## src/rtl/piano_pkg.sv

```systemverilog
// Shared definitions for the piano key path: default sizing, event entry layout, clog2 helper.
// Optional build macro KEY_EVT_TIMESTAMP_EN appends a 16-bit timestamp field to every event entry.
package piano_pkg;

  localparam int unsigned DEFAULT_NUM_KEYS   = 8;
  localparam int unsigned DEFAULT_FIFO_DEPTH = 4;
  localparam int unsigned TS_W               = 16;

  // Ceiling log2; returns 0 for n <= 1.
  function automatic int unsigned clog2(input int unsigned n);
    int unsigned r;
    r = 0;
    for (int unsigned i = 0; i < 32; i++) begin
      if ((32'd1 << i) < n) r = i + 1;
    end
    return r;
  endfunction

  // Key index width, never narrower than one bit.
  function automatic int unsigned key_idx_w(input int unsigned num_keys);
    return (num_keys <= 1) ? 1 : clog2(num_keys);
  endfunction

  // Event entry layout, MSB first: {key[key_w-1:0], press[, ts[TS_W-1:0]]}.
  function automatic int unsigned evt_entry_w(input int unsigned key_w);
`ifdef KEY_EVT_TIMESTAMP_EN
    return key_w + 1 + TS_W;
`else
    return key_w + 1;
`endif
  endfunction

endpackage

```

## src/rtl/key_evt_fifo.sv

```systemverilog
// Synchronous event FIFO with push/pop, full/empty, occupancy count and a registered head entry.
// Push while full is accepted only together with a pop; an entry pushed into an empty FIFO
// becomes visible at the head on the following cycle.
module key_evt_fifo
  import piano_pkg::*;
#(
  parameter int unsigned DATA_W = 4,
  parameter int unsigned DEPTH  = DEFAULT_FIFO_DEPTH,
  localparam int unsigned PTR_W = clog2(DEPTH),
  localparam int unsigned CNT_W = clog2(DEPTH) + 1
) (
  input  logic              clk,
  input  logic              rst,
  input  logic              push,
  input  logic [DATA_W-1:0] push_data,
  input  logic              pop,
  output logic              full,
  output logic              empty,
  output logic [CNT_W-1:0]  count,
  output logic [DATA_W-1:0] head_data
);

  logic [DATA_W-1:0] mem_q [DEPTH];
  logic [DATA_W-1:0] mem_d [DEPTH];
  logic [PTR_W-1:0]  wr_ptr_q, wr_ptr_d;
  logic [PTR_W-1:0]  rd_ptr_q, rd_ptr_d;
  logic [CNT_W-1:0]  count_q, count_d;
  logic              valid_q, valid_d;
  logic [DATA_W-1:0] head_q, head_d;
  logic              do_push, do_pop;

  assign full    = (count_q == CNT_W'(DEPTH));
  assign empty   = ~valid_q;
  assign count   = count_q;
  assign head_data = head_q;
  assign do_pop  = pop & valid_q;
  assign do_push = push & (~full | do_pop);

  // Next pointers, storage, count and head entry (head looks through a same-cycle write).
  always_comb begin
    mem_d    = mem_q;
    wr_ptr_d = wr_ptr_q;
    rd_ptr_d = rd_ptr_q;
    if (do_push) begin
      mem_d[wr_ptr_q] = push_data;
      wr_ptr_d        = wr_ptr_q + PTR_W'(1);
    end
    if (do_pop) begin
      rd_ptr_d = rd_ptr_q + PTR_W'(1);
    end
    count_d = count_q + CNT_W'(do_push) - CNT_W'(do_pop);
    valid_d = (count_d != '0);
    head_d  = valid_d ? mem_d[rd_ptr_d] : '0;
  end

  // FIFO state registers.
  always_ff @(posedge clk or posedge rst) begin
    if (rst) begin
      for (int i = 0; i < int'(DEPTH); i++) mem_q[i] <= '0;
      wr_ptr_q <= '0;
      rd_ptr_q <= '0;
      count_q  <= '0;
      valid_q  <= 1'b0;
      head_q   <= '0;
    end else begin
      mem_q    <= mem_d;
      wr_ptr_q <= wr_ptr_d;
      rd_ptr_q <= rd_ptr_d;
      count_q  <= count_d;
      valid_q  <= valid_d;
      head_q   <= head_d;
    end
  end

endmodule

```

## src/rtl/key_event_encoder.sv

```systemverilog
// Turns debounced key level changes into ordered press/release events behind a valid/ready FIFO.
// A key that toggles back while its first edge is still pending is dropped and flagged (cancel_flag).
// Optional build macro KEY_EVT_TIMESTAMP_EN adds a free-running 16-bit counter and the evt_ts output.
module key_event_encoder
  import piano_pkg::*;
#(
  parameter int unsigned NUM_KEYS   = DEFAULT_NUM_KEYS,
  parameter int unsigned FIFO_DEPTH = DEFAULT_FIFO_DEPTH,
  parameter int unsigned KEY_W      = key_idx_w(NUM_KEYS),
  localparam int unsigned CNT_W     = clog2(FIFO_DEPTH) + 1
) (
  input  logic                clk,
  input  logic                rst,
  input  logic [NUM_KEYS-1:0] key_level,
  output logic                evt_valid,
  input  logic                evt_ready,
  output logic [KEY_W-1:0]    evt_key,
  output logic                evt_press,
  output logic [CNT_W-1:0]    evt_count,
`ifdef KEY_EVT_TIMESTAMP_EN
  output logic [TS_W-1:0]     evt_ts,
`endif
  output logic                cancel_flag
);

  localparam int unsigned ENTRY_W = evt_entry_w(KEY_W);

  logic [NUM_KEYS-1:0] prev_q, prev_d;
  logic [NUM_KEYS-1:0] pending_q, pending_d;
  logic [NUM_KEYS-1:0] ptype_q, ptype_d;
  logic                cancel_q, cancel_d;
  logic [NUM_KEYS-1:0] edge_hit;
  logic                sel_found;
  logic [KEY_W-1:0]    sel_idx;
  logic                push, pop, fifo_full, fifo_empty;
  logic [ENTRY_W-1:0]  push_data, head_data;

  assign edge_hit = key_level ^ prev_q;
  assign pop      = evt_valid & evt_ready;
  assign push     = sel_found & (~fifo_full | pop);

  // Lowest-index pending key that is not being toggled again this cycle.
  always_comb begin
    sel_found = 1'b0;
    sel_idx   = '0;
    for (int i = 0; i < int'(NUM_KEYS); i++) begin
      if (!sel_found && pending_q[i] && !edge_hit[i]) begin
        sel_found = 1'b1;
        sel_idx   = KEY_W'(i);
      end
    end
  end

  // Edge capture into the pending set, cancellation of re-toggled keys, and dequeue on push.
  always_comb begin
    prev_d    = key_level;
    pending_d = pending_q;
    ptype_d   = ptype_q;
    cancel_d  = cancel_q;
    for (int i = 0; i < int'(NUM_KEYS); i++) begin
      if (edge_hit[i]) begin
        if (pending_q[i]) begin
          pending_d[i] = 1'b0;
          cancel_d     = 1'b1;
        end else begin
          pending_d[i] = 1'b1;
          ptype_d[i]   = key_level[i];
        end
      end
    end
    if (push) pending_d[sel_idx] = 1'b0;
  end

  // Edge-tracking state registers.
  always_ff @(posedge clk or posedge rst) begin
    if (rst) begin
      prev_q    <= '0;
      pending_q <= '0;
      ptype_q   <= '0;
      cancel_q  <= 1'b0;
    end else begin
      prev_q    <= prev_d;
      pending_q <= pending_d;
      ptype_q   <= ptype_d;
      cancel_q  <= cancel_d;
    end
  end

`ifdef KEY_EVT_TIMESTAMP_EN
  logic [TS_W-1:0] ts_q, ts_d;

  assign ts_d = ts_q + TS_W'(1);

  // Free-running timestamp, wraps naturally at 0xFFFF.
  always_ff @(posedge clk or posedge rst) begin
    if (rst) ts_q <= '0;
    else     ts_q <= ts_d;
  end

  // Stamp matches the counter value visible once the entry has been written.
  assign push_data = {sel_idx, ptype_q[sel_idx], ts_d};
  assign evt_ts    = head_data[TS_W-1:0];
`else
  assign push_data = {sel_idx, ptype_q[sel_idx]};
`endif

  key_evt_fifo #(
    .DATA_W (ENTRY_W),
    .DEPTH  (FIFO_DEPTH)
  ) u_fifo (
    .clk       (clk),
    .rst       (rst),
    .push      (push),
    .push_data (push_data),
    .pop       (pop),
    .full      (fifo_full),
    .empty     (fifo_empty),
    .count     (evt_count),
    .head_data (head_data)
  );

  assign evt_valid   = ~fifo_empty;
  assign evt_key     = head_data[ENTRY_W-1 -: KEY_W];
  assign evt_press   = head_data[ENTRY_W-KEY_W-1];
  assign cancel_flag = cancel_q;

endmodule

```

## config.mk

```make
export PLATFORM = sky130hd
export DESIGN_NAME = key_event_encoder
export DESIGN_NICKNAME = d
export VERILOG_FILES = /design/src/rtl/piano_pkg.sv /design/src/rtl/key_evt_fifo.sv /design/src/rtl/key_event_encoder.sv
export SDC_FILE = /design/constraint.sdc
export NUM_CORES = 1
export LEC_CHECK = 0
export CORE_MARGIN = 2
export CORE_UTILIZATION = 45
export CTS_CLUSTER_SIZE = 30
export DETAILED_ROUTE_END_ITERATION = 10
export PLACE_DENSITY = 0.71
export SYNTH_ARGS = -nofsm -noshare
export SYNTH_HDL_FRONTEND = slang
export SYNTH_HIERARCHICAL = 1
export SYNTH_SLANG_ARGS = --single-unit
```

## constraint.sdc

```tcl
create_clock -name clk -period 6.85 [get_ports clk]
set_input_delay 0.685 -clock clk [delete_from_list [all_inputs] [get_ports clk]]
set_output_delay 0.685 -clock clk [all_outputs]
set_load 0.1 [all_outputs]
```

Word level (Yosys, flattened, before mapping)
Index checks and enable logic that the tools add are counted.

$add $sub $neg: 4. $lt $le $gt $ge: 5. Equal/unequal tests: 1. Muxes and demuxes: 61. Bitwise gates (word level): 20. Reductions and logical operators: 41.

Operators by type and width (count): $mux W1 (43); $mux W3 (6); $logic_and A1 B1 Y1 (17); $bwmux W16 (1); $mux W16 (1); $mux W4 (4); $reduce_and A2 Y1 (8); $logic_not A1 Y1 (15); $not A1 Y1 (9); $and A8 B8 Y8 (1); $bmux W4 S2 (1); $demux W4 S2 (1); $mux W8 (1); $not A8 Y8 (1); $xor A8 B8 Y8 (1); $ge A3 B3 Y1 const B (2); $not A2 Y3 (2); $add A2 B1 Y2 const B (2); $and A1 B1 Y1 (4); $lt A3 B4 Y1 const B (1); $add A3 B1 Y3 (1); $bmux W1 S3 (1); $demux W1 S3 (1); $eq A3 B3 Y1 const B (1); 6 further kinds (7).

Register bits: 53. Word-level logic and storage cells: 152.

Longest topological paths before layout
Depth after elaboration: 40. Gate-level depth with buffers: 17. Depth with buffers taken out: 16.

Cells and area by module
The synthesis kept the hierarchy.

By module, submodules not included: key_event_encoder (times used 1, cells each 127, area an instance 1342.5 µm², seq. area each 625.6 µm²); key_evt_fifo (times used 1, cells each 105, area an instance 1311.3 µm², seq. area each 700.7 µm²).

Worst setup path before layout
No wires, ideal clock.

Path type: input to register. Start point: input key_level[0]. End point: register u_fifo.head_q[0] (netlist: u_fifo/head_data[0]). Setup time: 0.122 ns. Arrival: 3.495 ns. Required time: 6.728 ns. Slack: 3.233 ns. Cell stages on the path: 17. Path buffers: 1. Cell sequence: xor2_1 > inv_1 > ha_1 > a21oi_1 > nand2_1 > o21a_1 > and2_1 > inv_1 > ha_1 > inv_1 > ha_1 > fa_1 > xnor2_1 > xnor2_1 > or3_1 > clkbuf_1 > o2111a_1.

RTL lines: from (decl) (line key_event_encoder.sv:14) `input logic [NUM_KEYS-1:0] key_level,`; $xor A8 B8 Y8 (*) (line key_event_encoder.sv:38) `assign edge_hit = key_level ^ prev_q;`; $logic_not A1 Y1 (*) (line key_event_encoder.sv:47) `if (!sel_found && pending_q[i] && !edge_hit[i]) begin`; $logic_and A1 B1 Y1 (*) (line key_event_encoder.sv:47); $mux W1 (*) (line key_event_encoder.sv:47); $logic_not A1 Y1 (line key_event_encoder.sv:47); $logic_and A1 B1 Y1 (2 in series) (line key_event_encoder.sv:47); $mux W1 (*) (line key_event_encoder.sv:47); $logic_not A1 Y1 (line key_event_encoder.sv:47); [24 not listed]; net push (line key_event_encoder.sv:35) `logic push, pop, fifo_full, fifo_empty;`; $and A1 B1 Y1 (*) (line key_evt_fifo.sv:37) `assign do_push = push & (~full | do_pop);`; $add A3 B1 Y3 (*) (line key_evt_fifo.sv:51) `count_d = count_q + CNT_W'(do_push) - CNT_W'(do_pop);`; $sub A3 B1 Y3 (*) (line key_evt_fifo.sv:51); net u_fifo.count_d[2] (line key_evt_fifo.sv:27) `logic [CNT_W-1:0] count_q, count_d;`; $reduce_bool A3 Y1 (*) (line key_evt_fifo.sv:52) `valid_d = (count_d != '0);`; net u_fifo.valid_d (line key_evt_fifo.sv:28) `logic valid_q, valid_d;`; $mux W4 (*) (line key_evt_fifo.sv:53) `head_d = valid_d ? mem_d[rd_ptr_d] : '0;`; net u_fifo.head_d[0] (line key_evt_fifo.sv:29) `logic [DATA_W-1:0] head_q, head_d;`; to (signal assigned) (line key_evt_fifo.sv:64) `head_q <= '0;`; to (signal assigned) (line key_evt_fifo.sv:71) `head_q <= head_d;`; to (decl) (line key_evt_fifo.sv:29).

The timed path passes the listed nets; every way through them passes the cells marked *. The select of a mux whose other input is x is not followed. A chain may end at the register's enable or synchronous reset.

Final worst setup path
Start point: input key_level[0]. End point: register u_fifo.head_q[2] (netlist: u_fifo/head_data[2]).

RTL lines (line): $xor A8 B8 Y8 (*) (key_event_encoder.sv:38); $logic_not A1 Y1 (*) (key_event_encoder.sv:47); $logic_and A1 B1 Y1 (*) (key_event_encoder.sv:47); $mux W1 (*) (key_event_encoder.sv:47); $logic_not A1 Y1 (key_event_encoder.sv:47); $logic_and A1 B1 Y1 (2 in series) (key_event_encoder.sv:47); $mux W1 (*) (key_event_encoder.sv:47); $logic_not A1 Y1 (key_event_encoder.sv:47); [24 not listed]; net push (key_event_encoder.sv:35); $and A1 B1 Y1 (*) (key_evt_fifo.sv:37); $add A3 B1 Y3 (*) (key_evt_fifo.sv:51); $sub A3 B1 Y3 (*) (key_evt_fifo.sv:51); net u_fifo.count_d[2] (key_evt_fifo.sv:27); $reduce_bool A3 Y1 (*) (key_evt_fifo.sv:52); $mux W4 (*) (key_evt_fifo.sv:53); net u_fifo.head_d[2] (key_evt_fifo.sv:29).

Marks and branches as above.

==> results.rst <==
.. list-table::
   :header-rows: 1

   * - Metric
     - Value
   * - Initial Util
     - 0.4732
   * - Final Hold Vio Count
     - 0
   * - Antenna violations before repair
     - 0
   * - Leakage power summed over all cells
     - 1.364 nW
   * - Number of nets in the layout
     - 284
   * - Top cells by area, synth
     - dfrtp_1 50%, mux2_2 11%, ha_1 7.1%
   * - Largest stage delay on the critical path
     - 0.51 ns
   * - Post-Synthesis Mean Instance Area
     - 11.44 um^2
   * - Layout overhead on the synthesized area
     - 14.00%
   * - Cts bufs inserted
     - 5
   * - Number of DRC violations after detailed-routing iteration 0
     - 82
   * - TritonCTS clock tree
     - built
   * - Switching power
     - 702.6 uW
   * - Worst reg2reg endpoint
     - u_fifo/head_data[2]
   * - Hold Path Cell Cnt
     - 2
   * - Weighted congestion at the end of routability-driven global placement
     - 0.8976
   * - Count of mapped cells out of synthesis
     - 232
   * - Total core area
     - 5608 um^2
   * - Worst rel slew slack
     - 0.3240
   * - Final Power
     - 1.577 mW
   * - Vias after detailed routing
     - 1732
   * - Final critical-path required period
     - 4.029 ns
   * - Number of library cell types mapped by synthesis
     - 39
   * - Part of the total power dissipated in sequential elements
     - 0.330
   * - Power density over cell area
     - 521.3 nW/um^2
   * - Launching point of the worst reg2reg path
     - prev_q[0]
   * - Worst setup slack before clock tree synthesis
     - 2.497 ns
   * - VDD IR max
     - 323.9 uV
   * - Instance area at placement
     - 2930 um^2
   * - Sequence of cells on the critical path
     - clkdlybuf4s50_1 > xor2_1 > inv_1 > ha_1 > a21oi_1 > nand2_1 > o21a_1 > and2_1 > inv_1 > ha_1 > inv_1 > ha_1 > fa_1 > xnor2_1 > xnor2_1 > or3_1 > o2111a_1
   * - Hold_buf cts
     - 0
   * - Result of the run
     - completed
   * - Area leader, netlist
     - dfrtp_1
   * - Clock transition time at the flip-flop clock pins of the worst setup and hold paths
     - 0.10 ns
   * - Clock skew
     - 0.009908 ns
   * - Setup Viol. Count Final
     - 0
   * - Vias in the first global route
     - 1745
   * - CP endpoint kind
     - flop
   * - IO Port Bufs
     - 19
   * - Routed length per placed instance
     - 14.47 um
   * - Critical path fanouts, max
     - 5
   * - Sequential share of the synthesized area
     - 0.4998
   * - Share of final-layout standard cells stronger than drive strength 1
     - 0.1550
   * - CTS max path bufs
     - 2
   * - Hold Crit Start
     - cancel_flag
   * - Final setup margin
     - 2.821 ns
   * - Register-to-register setup slack
     - 3.33 ns
   * - Share of total power in the clock network
     - 0.117
   * - # Max-Cap Violations
     - 0
   * - Leading cell type in the layout, fill and taps excluded
     - dfrtp_1
   * - RSZ-0062 raised after global routing
     - false
   * - Data required, critical path
     - 7.06 ns
   * - Total gr overflow
     - 0
   * - Detailed-route wire length
     - 4775 um
   * - Number of levels in the clock H-tree
     - 2
   * - First-pass GRT wire length
     - 8148 um
   * - Number of clock sinks
     - 53
   * - Setup TNS
     - 0 ns
   * - Internal power component
     - 874.5 uW
   * - Worst-Margin Slew
     - 1.013 ns
   * - Vias per std cell
     - 5.248
   * - Remaining antenna violation count
     - 0
   * - Most frequent cells in the layout
     - 53 x dfrtp_1, 30 x inv_1, 26 x mux2_2
   * - DPL Wire Length
     - 3615 um
   * - Netlist Area Pre-Place
     - 2654 um^2
   * - Post-cts repair resize count
     - 0
   * - Critical setup path kind
     - in2reg
   * - Net switching fraction of the power
     - 0.4455
   * - Nets in the synthesized netlist
     - 259
   * - Number of diodes added for antenna fixing
     - 0
   * - Num ports
     - 20
   * - Post-route standard cell area excluding fillers
     - 3025 um^2
   * - Post-CTS Setup Bufs
     - 0
   * - Gate family responsible for the most delay along the worst path
     - adder cells
   * - GRT Overall Usage
     - 0.1644
   * - Crit path buf inv count
     - 4
   * - Share of the core filled with cells
     - 0.5395
   * - Overall die height
     - 80.80 um
   * - Path class of the lowest-slack min-delay path
     - reg2reg
   * - Fraction of registers with async set/reset
     - 1.000
   * - Number of enable-type register cells in the synthesized netlist
     - 0
   * - Clock insertion delay at the later pin of the skew report
     - 0.31 ns
   * - End point of the most critical hold path
     - cancel_flag
   * - Fmax achieved
     - 248.2 MHz
   * - Width of the chip
     - 80.80 um
   * - Final period util
     - 0.5882
   * - Predominant post-synthesis flop cell
     - dfrtp_1
   * - Clock root buffer
     - clkbuf_8
   * - # rows
     - 27
   * - Fraction of synthesized cell area taken by the top area cell type
     - 0.4998
   * - Number of warning messages in the yosys log
     - 6
   * - Part of the total power dissipated in combinational logic
     - 0.553
   * - Slowest stage cell, crit path
     - clkdlybuf4s50_1
   * - Setup crit start kind
     - primary input
   * - Number of cells on the worst reg-to-reg path
     - 16
   * - Maximum number of pins on one net before global-route repair
     - 29
   * - Fin. max-slew vios
     - 0
   * - Register bit count reported by yosys
     - 53
   * - Detailed-route DRC error count
     - 0
   * - Detailed-router iteration count before antenna repair
     - 4
   * - Total die area
     - 6528 um^2
   * - Arr. time, crit path
     - 4.23 ns
==> logic make-up (layout without fill, tap and decap cells) <==
logic type / after synthesis / in the layout / share of synthesized area
and+or+nand+nor: 48 / 48 / 0.09524
adders and majority gates: 16 / 16 / 0.07827
xor gates and xnor gates: 13 / 13 / 0.05281
AOI/OAI and AO/OA: 44 / 44 / 0.1160
buffers and inverters: 31 / 57 / 0.04385
DFF: 53 / 53 / 0.4998
muxes: 27 / 27 / 0.1141
==> synth_stat cells, types with 3 or more instances <==
master,count
a21oi_1,13
a31oi_1,3
dfrtp_1,53
ha_1,15
inv_1,30
mux2_2,26
nand2_1,16
nand2b_1,10
nor2_1,7
nor3_1,4
o2111a_1,4
o21ai_0,8
o22ai_1,3
xnor2_1,7
xor2_1,4
==> state kept, by name, indices dropped and copies added (netlist names) <==
name and cells:
cancel_flag 1, u_fifo/valid_q 1, prev_q 8, u_fifo/head_data 4, u_fifo/count 3, u_fifo/wr_ptr_q 2, ptype_q 8, u_fifo/mem_q 16
pending_q 8, u_fifo/rd_ptr_q 2
==> worst register-to-register path: stages, from the launching register on <==
cell and delay [ns]:
dfrtp_1 0.39, xor2_1 0.24, inv_1 0.07, ha_1 0.24
a21oi_1 0.26, nand2_1 0.17, o21a_1 0.27, and2_1 0.19
inv_1 0.07, ha_1 0.11, inv_1 0.04, ha_1 0.18
fa_1 0.37, xnor2_1 0.15, xnor2_1 0.13, or3_1 0.40
o2111a_1 0.15
==> worst max-delay path by stage <==
stage | startpoint | end | slack [ns] | cells after the start
after floorplan | key_level[0] | u_fifo/head_data[0] | 3.23 | 17
after global placement | key_level[0] | u_fifo/head_data[3] | 2.61 | 17
after detailed placement | key_level[0] | u_fifo/head_data[3] | 2.50 | 17
after CTS | key_level[0] | u_fifo/head_data[3] | 2.84 | 17
after global routing | key_level[0] | u_fifo/head_data[3] | 2.51 | 17
final | key_level[0] | u_fifo/head_data[2] | 2.82 | 17
==> per-layer routing <==
| metal | GRT usage | wire length (um) | share of wire |
|---|---|---|---|
| met5 | 0 | 0 | 0 |
| met4 | 0.06441 | 78 | 0.016 |
| met3 | 0.03222 | 169 | 0.035 |
| met2 | 0.2717 | 2350 | 0.49 |
| met1 | 0.2145 | 2176 | 0.46 |
==> cell type report <==
class	count	area, um^2
fill	520	2582
sequential	53	1326
multi-input combinational	148	1211
timing repair buffer	19	190.2
inverter	30	112.6
tap	72	90.09
clock buffer	5	68.82
clock inverter	3	26.28
==> stage by stage <==
step / instances / hold slack (ns)
floorplan: 232 / 0.4632
CTS: 330 / 0.5052
global route: 330 / 0.5174
global placement: 322 / 0.4711
detailed placement: 322 / 0.4778
finish: 330 / 0.4974
==> power groups by stage <==
stage | Clock (mW) | Sequential (mW) | Combinational [mW]
final | 0.184 | 0.521 | 0.872
after global routing | 0.205 | 0.535 | 0.968
after CTS | 0.191 | 0.522 | 0.880
after detailed placement | 0 | 0.526 | 0.877
after global placement | 0 | 0.524 | 0.863
after floorplan | 0 | 0.660 | 0.546
No activity file was read; power rests on OpenSTA's default activity.
